`config.mk`:
```
export PLATFORM = sky130hd
export DESIGN_NAME = spi_slave_regbus
export DESIGN_NICKNAME = d
export VERILOG_FILES = /design/src/rtl/spi_slave_regbus.sv
export SDC_FILE = /design/constraint.sdc
export NUM_CORES = 1
export LEC_CHECK = 0
export BUFFER_PORTS_ARGS = -buffer_cell sky130_fd_sc_hd__buf_4
export CORE_MARGIN = 10
export CORE_UTILIZATION = 56
export CTS_CLUSTER_DIAMETER = 30
export DETAILED_ROUTE_END_ITERATION = 10
export PLACE_DENSITY = 0.78
export SLEW_MARGIN = 20
export SYNTH_ARGS = -nofsm -noshare
export SYNTH_HDL_FRONTEND = slang
export SYNTH_SLANG_ARGS = --single-unit
```
`constraint.sdc`:
```
create_clock -name clk -period 2.2 [get_ports clk]
set_clock_uncertainty 0.1 [all_clocks]
set_input_delay 0.22 -clock clk [delete_from_list [all_inputs] [get_ports clk]]
set_output_delay 0.22 -clock clk [all_outputs]
set_load 0.03 [all_outputs]
```
`src/rtl/spi_slave_regbus.sv`:
```
// spi_slave_regbus: SPI slave that turns host frames into register-bus write strobes and read fetches.
// Define SPI_AUTOINC_EN to advance the burst address after every word; otherwise bursts hit one address.
module spi_slave_regbus #(
   parameter int ADDR_W         = 7,
   parameter int DATA_W         = 8,
   parameter int CPOL           = 0,
   parameter int CPHA           = 0,
   parameter int CS_ACTIVE_HIGH = 1,
   parameter int SYNC_STAGES    = 3
) (
   input  logic              clk,
   input  logic              reset,
   input  logic              SPI_SCK,
   input  logic              SPI_CS,
   input  logic              SPI_MOSI,
   output logic              SPI_MISO,
   output logic              wr_en,
   output logic [ADDR_W-1:0] wr_addr,
   output logic [DATA_W-1:0] wr_data,
   output logic              rd_en,
   output logic [ADDR_W-1:0] rd_addr,
   input  logic [DATA_W-1:0] rd_data,
   output logic              active,
   output logic              frame_err
);
   localparam int RW = (ADDR_W + 1 > DATA_W) ? ADDR_W + 1 : DATA_W;
   localparam int CW = $clog2(RW + 1);
   localparam int TW = $clog2(DATA_W + 1);
   localparam logic SCK_IDLE = (CPOL != 0);
   localparam logic CS_IDLE  = (CS_ACTIVE_HIGH == 0);
`ifdef SPI_AUTOINC_EN
   localparam logic [ADDR_W-1:0] STEP = 1;
`else
   localparam logic [ADDR_W-1:0] STEP = 0;
`endif

   typedef enum logic [1:0] {IDLE, HEADER, WRITE, READ} state_t;
   state_t state, state_nx;

   logic [SYNC_STAGES-1:0] sck_q, cs_q, mosi_q, vld;
   logic                   armed, cs_on, sck_old, sck_new, lead, trail, smp, shf, mosi_b;
   logic [RW-2:0]          rx;
   logic [RW-1:0]          rx_nx;
   logic [CW-1:0]          cnt, cnt_nx;
   logic                   bit_done, hdr_done, wr_go, rd_go, pre_go, err, cap, first;
   logic [ADDR_W-1:0]      addr, addr_inc;
   logic [DATA_W-1:0]      tx;
   logic [TW-1:0]          tx_cnt;

   assign active = cs_on;

   always_comb begin
      cs_on    = armed & (cs_q[SYNC_STAGES-1] != CS_IDLE);
      sck_old  = sck_q[SYNC_STAGES-1];
      sck_new  = sck_q[SYNC_STAGES-2];
      lead     = (sck_old == SCK_IDLE) && (sck_new != SCK_IDLE);
      trail    = (sck_old != SCK_IDLE) && (sck_new == SCK_IDLE);
      smp      = (CPHA != 0) ? trail : lead;
      shf      = (CPHA != 0) ? lead : trail;
      mosi_b   = mosi_q[SYNC_STAGES-1];
      rx_nx    = {rx, mosi_b};
      // cnt tracks host sample edges in every state so a read frame is judged by the same rule
      bit_done = smp && (state != IDLE) &&
                 (cnt == ((state == HEADER) ? CW'(ADDR_W) : CW'(DATA_W - 1)));
      cnt_nx   = (state == IDLE) ? '0 : !smp ? cnt : bit_done ? '0 : cnt + CW'(1);
      hdr_done = bit_done && (state == HEADER);
      wr_go    = bit_done && (state == WRITE);
      pre_go   = cs_on && (state == READ) && shf && !cap && (tx_cnt == TW'(DATA_W - 1));
      rd_go    = (cs_on && hdr_done && rx_nx[ADDR_W]) || pre_go;
      err      = !cs_on && (state != IDLE) && (cnt_nx != '0);
      addr_inc = addr + STEP;
      state_nx = !cs_on ? IDLE :
                 (state == IDLE) ? HEADER :
                 hdr_done ? (rx_nx[ADDR_W] ? READ : WRITE) : state;
   end

   always_ff @(posedge clk) begin
      if (reset) state <= IDLE;
      else       state <= state_nx;
   end

   always_ff @(posedge clk) begin
      if (reset) begin
         sck_q     <= {SYNC_STAGES{SCK_IDLE}};
         cs_q      <= {SYNC_STAGES{CS_IDLE}};
         mosi_q    <= '0;
         vld       <= '0;
         armed     <= 1'b0;
         rx        <= '0;
         cnt       <= '0;
         addr      <= '0;
         tx        <= '0;
         tx_cnt    <= '0;
         cap       <= 1'b0;
         first     <= 1'b0;
         wr_en     <= 1'b0;
         wr_addr   <= '0;
         wr_data   <= '0;
         rd_en     <= 1'b0;
         rd_addr   <= '0;
         frame_err <= 1'b0;
         SPI_MISO  <= 1'b0;
      end else begin
         sck_q     <= {sck_q[SYNC_STAGES-2:0], SPI_SCK};
         cs_q      <= {cs_q[SYNC_STAGES-2:0], SPI_CS};
         mosi_q    <= {mosi_q[SYNC_STAGES-2:0], SPI_MOSI};
         // armed only once a genuinely sampled inactive CS reaches the last stage
         vld       <= {vld[SYNC_STAGES-2:0], 1'b1};
         armed     <= armed | (vld[SYNC_STAGES-1] & (cs_q[SYNC_STAGES-1] == CS_IDLE));
         rx        <= (state == IDLE) ? '0 : smp ? rx_nx[RW-2:0] : rx;
         cnt       <= cnt_nx;
         addr      <= hdr_done ? rx_nx[ADDR_W-1:0] : (wr_go || pre_go) ? addr_inc : addr;
         wr_en     <= wr_go;
         wr_addr   <= wr_go ? addr : wr_addr;
         wr_data   <= wr_go ? rx_nx[DATA_W-1:0] : wr_data;
         rd_en     <= rd_go;
         rd_addr   <= !rd_go ? rd_addr : hdr_done ? rx_nx[ADDR_W-1:0] : addr_inc;
         frame_err <= err;
         cap       <= rd_en && (state_nx == READ);
         first     <= hdr_done ? 1'b1 : cap ? 1'b0 : first;
         if (cap && state_nx == READ) begin
            tx     <= rd_data;
            tx_cnt <= '0;
         end else if (shf && state == READ) begin
            tx     <= {tx[DATA_W-2:0], 1'b0};
            tx_cnt <= tx_cnt + TW'(1);
         end
         // only the first word of a CPHA=0 read is driven at capture; later words wait for their shift edge
         SPI_MISO  <= (state_nx != READ) ? 1'b0 :
                      (cap && first && CPHA == 0) ? rd_data[DATA_W-1] :
                      (shf && !cap) ? tx[DATA_W-1] : SPI_MISO;
      end
   end
endmodule

```
==> results.yml <==
yosys:
  synthDistinctLibCells: 41
  yosysMostFrequentCell: "dfxtp_1"
  seq_area_frac_synth_pct: 52.5
  syn_area_um2: 2780
  ys_warn_count: 0
  syn_avg_cell_area_um2: 9.60
  synth.cells.most_frequent: "dfxtp_1, nand2_1, nor2_1, mux2i_1, nor3_1"
  synth.area.top_cells: "dfxtp_1, mux2i_1, nand2_1"
  ys.flop_type: "dfxtp_1"
  synth_top_area_share_pct: 52.5
  async_flop_share_pct: 0
  synth_top_area_cell: "dfxtp_1"
  syn_inst: 290
  synth_seq_cells: 73
  synth_edf_count: 0
  syn_nets: 305
placed_design:
  place.gp.congestion: 0.789
  numPortBuffers: 39
  dp_hpwl_um: 4050
min_path:
  min_to: "tx[0]"
  min-delay-start: "rd_data[0]"
  hold_path_class: "input port to register"
  hold-path-cell-count: 3
worst_setup_path:
  arrival_ps: 2170
  startpoint_type: "register"
  worst-r2r-setup-slack_ps: 140
  crit_type: "register to register"
  path_max_fanout: 9
  critPathRequiredTime_ps: 2300
  endpoint_kind: "register"
  timing.rr.end: "rd_addr[2]"
  worstRegToRegCells: 5
  r2r-start: "cnt[1]"
layout:
  area_growth_pct: 20.7
  utilization_pct: 70.6
  antenna_cells: 0
  drive_gt1_share_pct: 19.0
  fillers: 373
  layout.nets: 347
run_status:
  status: "completed"
floorplan:
  die_h_um: 90.5
  initial_core_util_pct: 58.5
  dieWidth_um: 90.5
  ioPinCount: 40
  die-area_um2: 8190
  core-area_um2: 4750
  row_count: 25
power:
  ir_drop_mv: 0.422
  p_leak_nw: 1.42
  p_per_area_nw_per_um2: 732
timing:
  setup-tns-final_ps: 0
  fmax_mhz: 484
  hold_viol_final: 0
  finalCritPeriodShare_pct: 93.8
  setup_viol: 0
  layout_min_cycle_time_ps: 2060
  tightest_slew_ps: 592
  drv_slew: 0
  slew_headroom_pct: 60.6
  rsz0062_at_grt: "false"
clock_tree:
  cts_buffers: 9
  cts_tree: "yes"
  cts_root_buf: "clkbuf_8"
  path_clk_slew_ps: 80
  cts_resized: 0
  cts_htree_levels: 3
  clock_latency_ps: 340
  clock-sinks: 73
  cts_buffer_depth: 2
global_route:
  grt_pass1_vias: 2147
  grt_max_degree: 61
  grt_usage_pct: 15.4
  grt_remaining_overflow: 0
  grt_pass1_wl_um: 10500
  antenna_found_initial: 0
routing:
  route.detailed.drc: 0
  num_vias: 2171
  ant_nets: 0
  wl_um: 6070
  vias_per_cell: 5.39
  drt_pass1_iterations: 5
  drt-initial-drc-count: 121
  wire_per_inst_um: 15.1
flow_run:
  cap_violations: 0
-- final cells by class --
cell class / instances / area, um2 / area share [%]
clock inverters: 4 / 51.3 / 1.53
repair buffers: 48 / 370 / 11.0
flip-flops and latches: 73 / 1460 / 43.5
clock buffers: 11 / 151 / 4.51
inverters: 3 / 11.3 / 0.335
multi-input cells: 197 / 1230 / 36.6
well taps: 67 / 83.8 / 2.50
-- timing repair --
item | CTS | global route
hold buffers | 4 | 0
buffers inserted | 0 | 0
hold endpoints to repair | 4 | 0
-- worst max path at each step --
stage                start          to  slack (ps)
floorplan           cnt[0]       tx[1]         520
global placement    cnt[1]  rd_addr[2]         230
detailed placement  cnt[1]  rd_addr[2]         140
CTS                 cnt[1]  rd_addr[2]         150
global route        cnt[1]  rd_addr[2]          30
finish              cnt[1]  rd_addr[2]         140
-- state kept, by name, summed over array words and instances, names as in the netlist, 2 cells and up --
| signal | cells |
|---|---|
| addr | 7 |
| cnt | 4 |
| cs_q | 3 |
| mosi_q | 3 |
| rd_addr | 7 |
| rx | 7 |
| sck_q | 3 |
| state | 2 |
| tx | 8 |
| tx_cnt | 4 |
| vld | 3 |
| wr_addr | 7 |
| wr_data | 8 |
-- placed cells by master, fill, tap and decap left out, types with 7 or more instances in the layout --
cell      Yosys  final
a211oi_1      7      7
a21oi_1      15     15
a311oi_1      7      7
buf_4         3     44
clkbuf_8      0     11
dfxtp_1      73     73
mux2i_1      23     23
nand2_1      38     38
nor2_1       32     32
nor2b_1      13     13
nor3_1       21     21
-- critical path, stage by stage, from the launching register on --
cell      delay (ps)
dfxtp_1          390
ha_1             250
and3b_1          430
nand2_2          290
mux2i_1          350
a211oi_1         120
-- per-stage QoR --
step / total power, mW / cells / instance area (um2) / hold slack (ps) / setup slack (ps)
6_report: 2.46 / 403 / 3360 / 57.5 / 136
5_1_grt: 2.55 / 403 / 3360 / 58.7 / 27.0
4_1_cts: 2.47 / 403 / 3360 / 53.8 / 145
3_5_place_dp: 1.42 / 384 / 3120 / 326 / 143
3_3_place_gp: 1.42 / 384 / 3120 / 318 / 228
2_1_floorplan: 1.40 / 290 / 2780 / 248 / 521
-- power breakdown --
part           total, mW  switching (mW)  internal (mW)
sequential          1.34         0.00544           1.33
clock               1.06           0.481          0.581
combinational     0.0617          0.0328         0.0289
-- metal layers --
metal  global-route usage, %  wire (um)
met1                    19.5       2900
met2                    23.9       2880
met3                    3.91        194
met4                    7.16         99
met5                       0          0
-- logic make-up after synthesis --
| group | Yosys count | share of synthesized area, % |
|---|---|---|
| and+or+nand+nor | 127 | 22.7 |
| xor gates and xnor gates | 4 | 1.26 |
| AOI/OAI and AO/OA | 40 | 10.5 |
| DFF | 73 | 52.5 |
| buffers and inverters | 20 | 3.33 |
| adders and majority gates | 2 | 0.899 |
| muxes | 24 | 8.81 |
(Power assumes the default switching activity.)
